<file path="src/rtl/sr_bank_preset_seq.sv">
// Preset sequencer for a bank of async set/reset flops: gates the bank clock,
// pulses per-bit SETN/RN, waits for recovery, verifies readback, then ungates.
module sr_bank_preset_seq #(
  parameter int W         = 8,
  parameter int GATE_CYC  = 1,
  parameter int PULSE_CYC = 2,
  parameter int REC_CYC   = 2,
  parameter int MAX_RETRY = 1
) (
  input  logic         CLK,
  input  logic         RN,
  input  logic         start,
  input  logic [W-1:0] preset_val,
  input  logic [W-1:0] preset_mask,
  input  logic [W-1:0] bank_q,
  output logic [W-1:0] bank_setn,
  output logic [W-1:0] bank_rn,
  output logic         bank_clk_en,
  output logic         busy,
  output logic         done,
  output logic         error
);

  localparam int MAX_GP = (GATE_CYC > PULSE_CYC) ? GATE_CYC : PULSE_CYC;
  localparam int MAX_C  = (MAX_GP > REC_CYC) ? MAX_GP : REC_CYC;
  localparam int CW     = $clog2(MAX_C + 1);

  localparam logic [CW-1:0] GATE_LD   = CW'(GATE_CYC);
  localparam logic [CW-1:0] PULSE_LD  = CW'(PULSE_CYC);
  localparam logic [CW-1:0] REC_LD    = CW'(REC_CYC);
  localparam logic [CW-1:0] CNT_ONE   = CW'(1);
  localparam logic [2:0]    RETRY_LIM = 3'(MAX_RETRY);

  typedef enum logic [2:0] {
    S_IDLE,
    S_GATE,
    S_ASSERT,
    S_RELEASE,
    S_CHECK,
    S_UNGATE
  } state_t;

  state_t        state_q, state_d;
  logic [CW-1:0] cnt_q, cnt_d;
  logic [2:0]    retry_q, retry_d;
  logic [W-1:0]  val_q, val_d;
  logic [W-1:0]  mask_q, mask_d;
  logic          pass_q, pass_d;
  logic          error_q, error_d;

  logic [W-1:0]  setn_q, setn_d;
  logic [W-1:0]  rn_q, rn_d;
  logic          clk_en_q, clk_en_d;
  logic          busy_q, busy_d;
  logic          done_q, done_d;

  logic          mismatch;
  logic          drive_d;

  assign mismatch = |((bank_q ^ val_q) & mask_q);

  always_comb begin
    state_d = state_q;
    cnt_d   = cnt_q;
    retry_d = retry_q;
    val_d   = val_q;
    mask_d  = mask_q;
    pass_d  = pass_q;
    error_d = error_q;
    case (state_q)
      S_IDLE: begin
        if (start) begin
          val_d   = preset_val;
          mask_d  = preset_mask;
          error_d = 1'b0;
          retry_d = 3'd0;
          pass_d  = 1'b0;
          cnt_d   = GATE_LD;
          state_d = S_GATE;
        end
      end
      S_GATE: begin
        if (cnt_q <= CNT_ONE) begin
          cnt_d   = PULSE_LD;
          state_d = S_ASSERT;
        end else begin
          cnt_d = cnt_q - CNT_ONE;
        end
      end
      S_ASSERT: begin
        if (cnt_q <= CNT_ONE) begin
          cnt_d   = REC_LD;
          state_d = S_RELEASE;
        end else begin
          cnt_d = cnt_q - CNT_ONE;
        end
      end
      S_RELEASE: begin
        if (cnt_q <= CNT_ONE) begin
          state_d = S_CHECK;
        end else begin
          cnt_d = cnt_q - CNT_ONE;
        end
      end
      S_CHECK: begin
        if (!mismatch) begin
          pass_d  = 1'b1;
          state_d = S_UNGATE;
        end else if (retry_q < RETRY_LIM) begin
          // Retry re-pulses without ungating; the bank never sees a clock edge.
          retry_d = retry_q + 3'd1;
          cnt_d   = PULSE_LD;
          state_d = S_ASSERT;
        end else begin
          pass_d  = 1'b0;
          error_d = 1'b1;
          state_d = S_UNGATE;
        end
      end
      S_UNGATE: state_d = S_IDLE;
      default:  state_d = S_IDLE;
    endcase
  end

  // Outputs are registered from the next state so they line up with the state register.
  assign drive_d  = (state_d == S_ASSERT);
  assign clk_en_d = (state_d == S_IDLE) || (state_d == S_UNGATE);
  assign busy_d   = (state_d != S_IDLE);
  assign done_d   = (state_q == S_UNGATE) && pass_q;

  // SETN needs val=1 and RN needs val=0, so a bit can never have both low.
  for (genvar gi = 0; gi < W; gi++) begin : g_pin
    assign setn_d[gi] = ~(drive_d & mask_d[gi] &  val_d[gi]);
    assign rn_d[gi]   = ~(drive_d & mask_d[gi] & ~val_d[gi]);
  end

  always_ff @(posedge CLK or negedge RN) begin
    if (!RN) begin
      state_q  <= S_IDLE;
      cnt_q    <= '0;
      retry_q  <= 3'd0;
      val_q    <= '0;
      mask_q   <= '0;
      pass_q   <= 1'b0;
      error_q  <= 1'b0;
      setn_q   <= '1;
      rn_q     <= '1;
      clk_en_q <= 1'b1;
      busy_q   <= 1'b0;
      done_q   <= 1'b0;
    end else begin
      state_q  <= state_d;
      cnt_q    <= cnt_d;
      retry_q  <= retry_d;
      val_q    <= val_d;
      mask_q   <= mask_d;
      pass_q   <= pass_d;
      error_q  <= error_d;
      setn_q   <= setn_d;
      rn_q     <= rn_d;
      clk_en_q <= clk_en_d;
      busy_q   <= busy_d;
      done_q   <= done_d;
    end
  end

  assign bank_setn   = setn_q;
  assign bank_rn     = rn_q;
  assign bank_clk_en = clk_en_q;
  assign busy        = busy_q;
  assign done        = done_q;
  assign error       = error_q;

endmodule

</file>
<file path="config.mk">
export PLATFORM = sky130hd
export DESIGN_NAME = sr_bank_preset_seq
export DESIGN_NICKNAME = d
export VERILOG_FILES = /design/src/rtl/sr_bank_preset_seq.sv
export SDC_FILE = /design/constraint.sdc
export NUM_CORES = 1
export LEC_CHECK = 0
export ABC_AREA = 1
export BUFFER_PORTS_ARGS = -buffer_cell sky130_fd_sc_hd__buf_4
export CAP_MARGIN = 20
export CORE_ASPECT_RATIO = 2
export CORE_UTILIZATION = 53
export DETAILED_ROUTE_END_ITERATION = 10
export GPL_TIMING_DRIVEN = 0
export PLACE_DENSITY = 0.82
export RECOVER_POWER = 25
export SYNTH_ARGS = -nofsm -noshare
export SYNTH_HDL_FRONTEND = slang
export SYNTH_SLANG_ARGS = --single-unit
</file>
<file path="constraint.sdc">
create_clock -name CLK -period 1.9 [get_ports CLK]
set_input_delay 0.095 -clock CLK [delete_from_list [all_inputs] [get_ports CLK]]
set_output_delay 0.095 -clock CLK [all_outputs]
set_load 0.02 [all_outputs]
</file>
==> results of run 1 <==
-- placed cells by master, fill, tap and decap left out, types with 2 or more instances in the layout --
cell type,n
sky130_fd_sc_hd__o21ai_0,5
sky130_fd_sc_hd__o21ai_1,2
sky130_fd_sc_hd__clkbuf_8,6
sky130_fd_sc_hd__a21oi_1,4
sky130_fd_sc_hd__ha_1,4
sky130_fd_sc_hd__buf_4,45
sky130_fd_sc_hd__nand2_4,2
sky130_fd_sc_hd__nand3_2,2
sky130_fd_sc_hd__clkbuf_1,2
sky130_fd_sc_hd__o21ai_2,8
sky130_fd_sc_hd__inv_2,10
sky130_fd_sc_hd__nor2_1,8
sky130_fd_sc_hd__inv_1,29
sky130_fd_sc_hd__buf_6,2
sky130_fd_sc_hd__dfrtp_1,28
sky130_fd_sc_hd__dfstp_2,17
sky130_fd_sc_hd__nand3_1,30
sky130_fd_sc_hd__nor2_4,3
sky130_fd_sc_hd__a21oi_2,2
sky130_fd_sc_hd__nor3_1,2
sky130_fd_sc_hd__nand2_1,65
-- cell usage after synthesis, types with 3 or more instances --
cell type,count,area share (%)
sky130_fd_sc_hd__nor2_4,3,1.6
sky130_fd_sc_hd__dfstp_2,17,21
sky130_fd_sc_hd__a21oi_1,4,0.95
sky130_fd_sc_hd__nand2_1,65,12
sky130_fd_sc_hd__inv_2,10,1.8
sky130_fd_sc_hd__o21ai_0,5,1.2
sky130_fd_sc_hd__nand3_1,30,7.2
sky130_fd_sc_hd__o21ai_2,8,3.3
sky130_fd_sc_hd__ha_1,4,2.4
sky130_fd_sc_hd__nor2_1,8,1.4
sky130_fd_sc_hd__inv_1,29,5.2
sky130_fd_sc_hd__dfrtp_1,28,33
-- layout make-up --
cell class	instances	area, sq um	share of cell area, %
buffer	3	27.5	1.06
timing repair buffer	47	353	13.6
multi-input combinational	145	776	29.8
inverter	39	146	5.62
clock buffer	8	90.1	3.46
sequential	45	1150	44.1
tap	51	63.8	2.45
-- final timing paths --
| check | cells after the start | to | start |
|---|---|---|---|
| setup / recovery | 8 | cnt_q[0]$_DFFE_PN0P_ | cnt_q[1]$_DFFE_PN0P_ |
| hold / removal | 3 | val_q[7]$_DFF_PN0_ | preset_val[7] |
| setup reg to reg | 8 | cnt_q[0]$_DFFE_PN0P_ | cnt_q[1]$_DFFE_PN0P_ |
| hold reg to reg | 2 | pass_q$_DFFE_PN0P_ | pass_q$_DFFE_PN0P_ |
| max in group asynchronous | 2 | val_q[1]$_DFF_PN0_ | RN |
| min in group asynchronous | 2 | mask_q[6]$_DFF_PN0_ | RN |
-- timing repair --
action | in CTS | in global routing
endpoints found under the hold margin | 28 | 0
buffers inserted | 0 | 0
resized for setup | 0 | 0
hold buffers | 1 | 0
-- metal layers --
metal / wire length (um) / vias to the layer above / track usage, %
met1: 1500 / 803 / 24.0
met2: 2410 / 43 / 38.2
met3: 152 / 12 / 5.37
met4: 136 / 0 / 12.0
met5: 0 / - / 0
li1: - / 835 / -
-- through the flow --
step | cell area [sq um] | setup WS (ns) | power (uW) | hold WS, ns
after floorplan | 2100 | 0.522 | 3160 | -0.201
after global placement | 2510 | 0.302 | 3700 | 0.112
after detailed placement | 2510 | 0.290 | 3760 | 0.113
after CTS | 2610 | 0.272 | 4360 | 0.0202
after global routing | 2600 | 0.0527 | 4700 | 0.0226
final | 2600 | 0.269 | 4330 | 0.0256
-- power breakdown --
part,internal [uW],switching (uW)
logic,778,1350
registers,1410,209
clock network,296,292
-- state kept, by name (all words and copies together) (netlist names) --
| signal | count |
|---|---|
| bank_rn | 8 |
| bank_setn | 8 |
| mask_q | 8 |
| val_q | 8 |
| retry_q | 3 |
| state_q | 3 |
| cnt_q | 2 |
| bank_clk_en | 1 |
| busy | 1 |
| done | 1 |
| error | 1 |
| pass_q | 1 |
-- kinds of logic (layout without fill, tap and decap cells) --
kind of cell	Yosys count	in the layout	synth area share [%]
buf+inv	42	97	8.29
flops	45	45	54.7
compound gates	26	26	8.53
fa+ha+maj	4	4	2.39
simple gates	114	114	25.7
xor+xnor	1	1	0.418
-- critical path, delay by kind of cell, from the launching register on --
family          cells  cell delay, ns
flops               1            0.47
fa+ha+maj           1            0.19
simple gates        3            0.37
buf+inv             1            0.13
compound gates      3            0.35
==> qor_table.md, run 1 <==
| Parameter | This run |
|:---|:---|
| Crit Path Class | reg -> reg |
| Count of yosys warnings during synthesis | 0 |
| Fmax | 613 MHz |
| Capturing element type of the critical path | register |
| Filler cells | 320 |
| Setup Viol. Count Final | 0 |
| Number of standard cells in the layout, taps in and fillers out | 338 |
| Initial Util | 55.1% |
| Leakage dissipation | 0.00135 uW |
| Number of global-route vias before repair | 1611 |
| Buffer type at the clock tree root | sky130_fd_sc_hd__clkbuf_8 |
| Max-cap violations | 0 |
| Clock latency on the worst-skew pair | 0.29 ns |
| Slack of the worst reg-to-reg path | 0.27 ns |
| Post-detailed-placement half-perimeter wirelength | 3160 um |
| P&R area growth vs syn | 24.2% |
| Type of element launching the critical path | register |
| Final hold vios | 0 |
| First drt pass iteration count | 4 |
| Overall via count from detail_route | 1693 |
| Number of flops mapped to enable cells by yosys | 0 |
| Total grt overflow | 0 |
| Vertical extent of the die | 91.0 um |
| Worst min-delay path class | in -> reg |
| H-Tree Level Count | 2 |
| Setup Total Neg Slack | 0 ns |
| Wire length of the first global-routing pass | 6770 um |
| Cell variety after synth | 27 |
| Critical path data arrival time | 1.81 ns |
| Final core occ | 68.5% |
| Period Utilization, post-route | 85.8% |
| Total Nets Final | 317 |
| Standard-cell rows | 32 |
| Required time of the worst setup path | 2.08 ns |
| TritonCTS clock tree | done |
| Cells along the critical path | inv_1 -> ha_1 -> o21ai_0 -> nand2_1 -> a21oi_1 -> nand3_1 -> nor2_1 -> a21oi_1 |
| Mean Syn Cell Area | 9.04 sq um |
| Async SR Flop Fraction | 100% |
| Placed insts | 329 |
| RSZ-0062 raised after global routing | no |
| Count of unresolved DRC violations after routing | 0 |
| Port buffer count | 46 |
| Dominant synthesized flop cell | sky130_fd_sc_hd__dfrtp_1 |
| Synth Instances | 232 |
| Antenna violations before repair | 0 |
| Post-route minimum period | 1.63 ns |
| Overall die width | 46.5 um |
| Share of cells above drive strength 1 | 35.2% |
| Stage delay of the slowest cell on the critical path | 0.47 ns |
| Cell Area, Synth | 0.00210 sq mm |
| Slowest library cell on the worst path | sky130_fd_sc_hd__dfrtp_1 |
| WL/cell | 12.4 um |
| Total wire length | 4200 um |
| Antenna-violating nets left | 0 |
| Power density over the cells | 1660 mW/mm^2 |
| Cell occurring most often along the worst timing path | sky130_fd_sc_hd__a21oi_1 |
| Sink count of the clock tree | 45 |
| CTS clock-pin slew for the worst setup and hold paths | 0.07 ns |
| Critical path peak fanout | 7 |
| Setup Skew | 0.00525 ns |
| Maximum number of pins on one net before global-route repair | 46 |
| Maximum buffer depth of the clock tree | 2 |
| Register bit total from synthesis | 45 |
| Transition time of the tightest slew-check pin | 1.06 ns |
| Worst-case vdd ir drop | 0.977 mV |
| IO Count | 47 |
| Tightest slew margin relative to the limit | 29.7% |
| Total die area | 0.00423 sq mm |
| Max-slew violations | 0 |
| Result of the run | complete, no violations |
| Share of synthesized area occupied by flip-flops and latches | 54.7% |
| Core ar. | 0.00380 sq mm |
| Clock buffers created by TritonCTS | 5 |
| Antenna diodes | 0 |
| Number of nets in the synthesized netlist | 263 |
| Iter 0 DRT Violations | 31 |
| Global routing usage summed across all routing layers | 22.6% |
| Post-DR vias/cell | 5.01 |
| Final weighted congestion in routability-driven placement | 0.821 |
Power figures use the tool's default switching activity.
==> run 2: changes to the inputs <==
--- a/config.mk
+++ b/config.mk
@@ -8,11 +8,13 @@
 export ABC_AREA = 1
 export BUFFER_PORTS_ARGS = -buffer_cell sky130_fd_sc_hd__buf_4
 export CAP_MARGIN = 20
+export CELL_PAD_IN_SITES_DETAIL_PLACEMENT = 1
+export CELL_PAD_IN_SITES_GLOBAL_PLACEMENT = 1
 export CORE_ASPECT_RATIO = 2
-export CORE_UTILIZATION = 53
+export CORE_UTILIZATION = 40
 export DETAILED_ROUTE_END_ITERATION = 10
 export GPL_TIMING_DRIVEN = 0
-export PLACE_DENSITY = 0.82
+export PLACE_DENSITY = 0.83
 export RECOVER_POWER = 25
 export SYNTH_ARGS = -nofsm -noshare
 export SYNTH_HDL_FRONTEND = slang
==> qor_table.md, run 2 (synthesized netlist as in run 1, its figures left out) <==
| Parameter | This run | Delta |
|:---|:---|:---|
| First drt pass iteration count | 4 | unchanged |
| Antenna-violating nets left | 0 | unchanged |
| Type of element launching the critical path | register |  |
| Capture point of the worst reg-to-reg path | cnt_q[0]$_DFFE_PN0P_ |  |
| Number of global-route vias before repair | 1800 | +12% |
| P&R area growth vs syn | 24.2% | about the same |
| Placed insts | 336 | +2.1% |
| Design Power | 4390 uW | +1.4% |
| Period Utilization, post-route | 87.4% | +1.6 points |
| Total die area | 0.00555 sq mm | +31% |
| Number of standard cells in the layout, taps in and fillers out | 345 | +2.1% |
| Setup crit end | cnt_q[0]$_DFFE_PN0P_ |  |
| TritonCTS clock tree | done |  |
| Total grt overflow | 0 | unchanged |
| Worst min-delay path class | in -> reg |  |
| Post-CTS setup buffer count | 0 | unchanged |
| Post-DR vias/cell | 5.03 | +0.34% |
| Launching element of the worst setup path | cnt_q[1]$_DFFE_PN0P_ |  |
| Worst hold slack | 0.0217 ns | -0.00395 ns |
| Clock latency on the worst-skew pair | 0.30 ns | about the same |
| CTS clock-pin slew for the worst setup and hold paths | 0.08 ns | about the same |
| Total wire length | 5060 um | +20% |
| Fmax | 602 MHz | -1.8% |
| Maximum number of pins on one net before global-route repair | 46 | unchanged |
| Max-cap violations | 0 | unchanged |
| Max-slew violations | 0 | unchanged |
| Critical path data arrival time | 1.84 ns | +0.03 ns |
| Critical path peak fanout | 7 | unchanged |
| Wire length of the first global-routing pass | 8200 um | +21% |
| Buffer type at the clock tree root | sky130_fd_sc_hd__clkbuf_8 |  |
| Standard-cell rows | 37 | +16% |
| WL/cell | 14.7 um | +18% |
| Global routing usage summed across all routing layers | 20.6% | -2.1 points |
| Vertical extent of the die | 104 um | +15% |
| IO Count | 47 | unchanged |
| Iter 0 DRT Violations | 29 | -6.5% |
| Total of cells resized after clock tree synthesis | 0 | unchanged |
| Port buffer count | 46 | unchanged |
| Setup Viol. Count Final | 0 | unchanged |
| RSZ-0062 raised after global routing | no |  |
| Post-cts hold buffer count | 1 | unchanged |
| Commonest cells after routing, fill and taps aside | 65 x sky130_fd_sc_hd__nand2_1, 45 x sky130_fd_sc_hd__buf_4, 30 x sky130_fd_sc_hd__nand3_1 |  |
| Transition time of the tightest slew-check pin | 1.08 ns | +0.0291 ns |
| Antenna diodes | 0 | unchanged |
| Total Nets Final | 317 | unchanged |
| Clock buffers created by TritonCTS | 5 | unchanged |
| Core ar. | 0.00509 sq mm | +34% |
| Final weighted congestion in routability-driven placement | 0.768 | -6.4% |
| Capturing element type of the critical path | register |  |
| Launch point of the worst reg-to-reg path | cnt_q[1]$_DFFE_PN0P_ |  |
| Crit Path Class | reg -> reg |  |
| Post-detailed-placement half-perimeter wirelength | 3820 um | +21% |
| Overall die width | 53.2 um | +14% |
| Overall via count from detail_route | 1734 | +2.4% |
| H-Tree Level Count | 2 | unchanged |
| Worst-case reg-to-reg path depth | 8 | unchanged |
| Maximum buffer depth of the clock tree | 2 | unchanged |
| Post-route minimum period | 1.66 ns | +0.0298 ns |
| Antenna violations before repair | 0 | unchanged |
| Leakage dissipation | 0.00135 uW | about the same |
| Power density over the cells | 1680 mW/mm^2 | +1.3% |
| Count of unresolved DRC violations after routing | 0 | unchanged |
| Setup Skew | 0.00538 ns | +0.000135 ns |
| Slack of the worst reg-to-reg path | 0.24 ns | -0.03 ns |
| Final hold vios | 0 | unchanged |
| Tightest slew margin relative to the limit | 27.7% | -1.9 points |
| Worst-case vdd ir drop | 1.05 mV | +7.2% |
| Sink count of the clock tree | 45 | unchanged |
| Final core occ | 51.2% | -17 points |
| Cell count of the worst hold path | 3 | unchanged |
| Most common library cell in the layout ignoring fill and taps | sky130_fd_sc_hd__nand2_1 |  |
| Initial Util | 41.2% | -14 points |
| Result of the run | complete, no violations |  |
| Required time of the worst setup path | 2.08 ns | about the same |
| Share of cells above drive strength 1 | 35.5% | +0.35 points |
| Setup Total Neg Slack | 0 ns | unchanged |
-- run 2: layout make-up --
class | count | area (sq um)
clock inverter | 2 | 10.0
inverter | 39 | 146
timing repair buffer | 47 | 353
sequential | 45 | 1150
clock buffer | 6 | 72.6
buffer | 3 | 27.5
tap | 58 | 72.6
fill | 613 | 2490
multi-input combinational | 145 | 776
-- run 2: power breakdown --
group | switching [uW] | internal [uW] | leakage [uW] | total (uW)
combinational | 1420 | 776 | 0.000793 | 2190
sequential | 216 | 1400 | 0.000514 | 1620
clock | 318 | 255 | 0.0000450 | 574
total | 1950 | 2440 | 0.00135 | 4390
-- run 2: metrics by stage --
stage	instance area, sq um	setup slack (ns)
after floorplan	2100	0.522
after global placement	2510	0.303
after detailed placement	2510	0.266
after CTS	2610	0.248
after global routing	2610	0.0910
final	2610	0.239
-- run 2: critical path: stages, from the launching register on --
cell	delay [ns]
sky130_fd_sc_hd__dfrtp_1	0.48
sky130_fd_sc_hd__inv_1	0.14
sky130_fd_sc_hd__ha_1	0.20
sky130_fd_sc_hd__o21ai_0	0.18
sky130_fd_sc_hd__nand2_1	0.07
sky130_fd_sc_hd__a21oi_1	0.12
sky130_fd_sc_hd__nand3_1	0.17
sky130_fd_sc_hd__nor2_1	0.13
sky130_fd_sc_hd__a21oi_1	0.05
-- run 2: worst min-delay path by stage --
stage | startpoint | slack (ns) | end
floorplan | RN | -0.20 | busy$_DFF_PN0_
global placement | RN | 0.12 | val_q[6]$_DFF_PN0_
detailed placement | RN | 0.12 | done$_DFF_PN0_
CTS | preset_val[6] | 0.02 | val_q[6]$_DFF_PN0_
global route | preset_val[6] | 0.02 | val_q[6]$_DFF_PN0_
finish | preset_val[6] | 0.02 | val_q[6]$_DFF_PN0_
-- run 2: routing by layer --
| layer | track usage, % | wire (um) | vias up | share of wire, % |
|---|---|---|---|---|
| li1 | - | - | 835 | - |
| met1 | 20.6 | 1720 | 863 | 34 |
| met2 | 39.1 | 3120 | 30 | 62 |
| met3 | 3.07 | 135 | 6 | 2.7 |
| met4 | 7.33 | 75 | 0 | 1.5 |
| met5 | 0 | 0 | - | 0 |
==> run 3: changes to the inputs <==
--- a/config.mk
+++ b/config.mk
@@ -5,17 +5,17 @@
 export SDC_FILE = /design/constraint.sdc
 export NUM_CORES = 1
 export LEC_CHECK = 0
-export ABC_AREA = 1
 export BUFFER_PORTS_ARGS = -buffer_cell sky130_fd_sc_hd__buf_4
 export CAP_MARGIN = 20
 export CELL_PAD_IN_SITES_DETAIL_PLACEMENT = 1
 export CELL_PAD_IN_SITES_GLOBAL_PLACEMENT = 1
 export CORE_ASPECT_RATIO = 2
-export CORE_UTILIZATION = 40
+export CORE_UTILIZATION = 42
 export DETAILED_ROUTE_END_ITERATION = 10
 export GPL_TIMING_DRIVEN = 0
 export PLACE_DENSITY = 0.83
 export RECOVER_POWER = 25
+export SLEW_MARGIN = 10
 export SYNTH_ARGS = -nofsm -noshare
 export SYNTH_HDL_FRONTEND = slang
 export SYNTH_SLANG_ARGS = --single-unit
==> qor_table.md, run 3 <==
| Parameter | This run | Delta |
|:---|:---|:---|
| Cells along the critical path | or3b_4 -> nor2_8 -> buf_4 -> mux2_2 -> nor2_1 -> o21ai_0 |  |
| Type of element launching the critical path | register |  |
| Core ar. | 0.00464 sq mm | -8.8% |
| Worst-case reg-to-reg path depth | 6 | -2 |
| Total Nets Final | 259 | -18% |
| Total die area | 0.00518 sq mm | -6.7% |
| Total grt overflow | 0 | unchanged |
| Number of global-route vias before repair | 1674 | -7.0% |
| Critical path peak fanout | 5 | -2 |
| Cell variety after synth | 36 | +33% |
| Overall via count from detail_route | 1532 | -12% |
| Initial Util | 44.2% | +3.0 points |
| Post-DR vias/cell | 5.39 | +7.3% |
| Stage delay of the slowest cell on the critical path | 0.43 ns | -0.05 ns |
| Antenna-violating nets left | 0 | unchanged |
| Count of yosys warnings during synthesis | 0 | unchanged |
| IO Count | 47 | unchanged |
| Slowest library cell on the worst path | sky130_fd_sc_hd__or3b_4 |  |
| H-Tree Level Count | 2 | unchanged |
| Dominant synthesized flop cell | sky130_fd_sc_hd__dfrtp_1 |  |
| Result of the run | complete, no violations |  |
| Biggest area consumer among synthesized cells | sky130_fd_sc_hd__dfrtp_1 |  |
| Worst-case vdd ir drop | 1.04 mV | -0.28% |
| Critical path data arrival time | 2.02 ns | +0.18 ns |
| Number of flops mapped to enable cells by yosys | 0 | unchanged |
| Clock latency on the worst-skew pair | 0.30 ns | about the same |
| Maximum buffer depth of the clock tree | 2 | unchanged |
| Max-slew violations | 0 | unchanged |
| Wire length of the first global-routing pass | 8070 um | -1.7% |
| Cell Area, Synth | 0.00205 sq mm | -2.3% |
| Most area-consuming cells after synthesis | sky130_fd_sc_hd__dfrtp_1 34%, sky130_fd_sc_hd__dfstp_2 22%, sky130_fd_sc_hd__mux2i_1 4.4% |  |
| Post-route minimum period | 1.82 ns | +0.154 ns |
| Cell count of the worst hold path | 2 | -1 |
| Final hold vios | 0 | unchanged |
| Synth Instances | 170 | -27% |
| Share of synthesized area occupied by flip-flops and latches | 56.0% | +1.3 points |
| Mean Syn Cell Area | 12.1 sq um | +33% |
| Async SR Flop Fraction | 100% | unchanged |
| Antenna violations before repair | 0 | unchanged |
| Clock buffers created by TritonCTS | 5 | unchanged |
| Post-detailed-placement half-perimeter wirelength | 3670 um | -4.1% |
| Fmax | 551 MHz | -8.5% |
| Instance count on the critical path | 6 | -2 |
| Standard-cell rows | 35 | -5.4% |
| P&R area growth vs syn | 26.9% |  |
| Port buffer count | 46 | unchanged |
| Period Utilization, post-route | 95.5% | +8.1 points |
| Top cell family by delay on the critical path | simple AND/OR/NAND/NOR gates |  |
| Count of unresolved DRC violations after routing | 0 | unchanged |
| Register bit total from synthesis | 45 | unchanged |
| Area of all placed cells without fillers | 0.00260 sq mm | -0.14% |
| Most common library cell in the layout ignoring fill and taps | sky130_fd_sc_hd__buf_4 |  |
| Most frequent cell after synthesis | sky130_fd_sc_hd__dfrtp_1 |  |
| Sink count of the clock tree | 45 | unchanged |
| Setup Total Neg Slack | 0 ns | unchanged |
| Power density over the cells | 1710 mW/mm^2 | +1.8% |
| Global routing usage summed across all routing layers | 21.8% | +1.2 points |
| Transition time of the tightest slew-check pin | 1.08 ns | -0.00106 ns |
| Setup Viol. Count Final | 0 | unchanged |
| Tightest slew margin relative to the limit | 27.8% | +0.071 points |
| Total wire length | 4990 um | -1.4% |
| Critical path buffer and inverter count | 1 | unchanged |
| Number of nets in the synthesized netlist | 201 | -24% |
| Share of cells above drive strength 1 | 41.9% | +6.4 points |
| Worst min-delay path class | in -> reg |  |
| Buffer type at the clock tree root | sky130_fd_sc_hd__clkbuf_8 |  |
| TritonCTS clock tree | done |  |
| Commonest cells after routing, fill and taps aside | 49 x sky130_fd_sc_hd__buf_4, 28 x sky130_fd_sc_hd__dfrtp_1, 17 x sky130_fd_sc_hd__dfstp_2 |  |
| Capturing element type of the critical path | register |  |
| Leakage dissipation | 0.00118 uW | -13% |
| Area after detailed placement | 0.00246 sq mm | -2.0% |
| Overall die width | 51.4 um | -3.4% |
| WL/cell | 17.6 um | +20% |
| Antenna diodes | 0 | unchanged |
| Share of the synthesized area in the top cell type | 34.2% | +0.78 points |
| Setup Skew | 0.00810 ns | +0.00272 ns |
| Required time of the worst setup path | 2.11 ns | +0.03 ns |
| Iter 0 DRT Violations | 24 | -17% |
| First drt pass iteration count | 4 | unchanged |
| Vertical extent of the die | 101 um | -3.5% |
| CTS clock-pin slew for the worst setup and hold paths | 0.08 ns | about the same |
| Crit Path Class | reg -> reg |  |
| Final weighted congestion in routability-driven placement | 0.865 | +13% |
| Max-cap violations | 0 | unchanged |
| Synth top cells by count | 28 x sky130_fd_sc_hd__dfrtp_1, 17 x sky130_fd_sc_hd__dfstp_2, 16 x sky130_fd_sc_hd__nor2_1, 10 x sky130_fd_sc_hd__inv_1, 10 x sky130_fd_sc_hd__o211ai_1 |  |
| Maximum number of pins on one net before global-route repair | 46 | unchanged |
[run 3: path summary, 6_finish.rpt]
path                                       from  slack (ns)                    to
max                        state_q[1]$_DFF_PN0_        0.08  bank_rn[4]$_DFF_PN1_
min                               preset_val[6]        0.05    val_q[6]$_DFF_PN0_
max reg2reg                state_q[1]$_DFF_PN0_        0.08  bank_rn[4]$_DFF_PN1_
min reg2reg                  pass_q$_DFFE_PN0P_        0.51    pass_q$_DFFE_PN0P_
max in group asynchronous                    RN        0.71    val_q[1]$_DFF_PN0_
min in group asynchronous                    RN        0.53     error$_DFFE_PN0P_
[run 3: where the power goes]
part	switching, uW	internal, uW	total [uW]
clock network	306	262	567
logic	1230	952	2180
registers	274	1440	1710
total	1810	2650	4460
[run 3: cells by family after synthesis]
group | share of synthesized area [%]
DFF | 56.0
AOI/OAI and AO/OA | 14.3
and+or+nand+nor | 9.71
buffers and inverters | 4.58
muxes | 9.16
xor gates and xnor gates | 3.85
adders and majority gates | 2.44
[run 3: routing by layer]
| metal | GRT usage [%] | wire length [um] |
|---|---|---|
| met3 | 3.77 | 134 |
| met1 | 22.3 | 1760 |
| met5 | 0 | 0 |
| met4 | 9.36 | 108 |
| met2 | 41.1 | 2980 |
[run 3: repair_timing]
item / 4_1_cts / 5_1_grt
hold buffers: 1 / 0
gates resized for setup: 0 / 3
endpoints found under the setup margin: 1 / 15
pin swaps: 1 / 1
hold endpoints to repair: 28 / 0
setup buffers: 2 / 2
[run 3: final cells by class]
cell class / instances / area, sq um
repair buffers: 51 / 383
clock buffers: 8 / 80.1
plain buffers: 7 / 61.3
multi-input cells: 108 / 823
flip-flops and latches: 45 / 1150
well taps: 55 / 68.8
inverters: 10 / 37.5
fillers: 523 / 2040
[run 3: stage by stage]
step	instances	power, uW	hold WS [ns]	utilization, %	worst slack [ns]
CTS	282	4400	0.0519	55.3	0.00682
detailed placement	271	3790	0.125	53.1	-0.0194
floorplan	170	3120	-0.201	-	0.238
global route	284	4770	0.0499	56.0	-0.00158
finish	284	4460	0.0515	56.0	0.0850
global placement	271	3700	0.118	53.1	0.0219
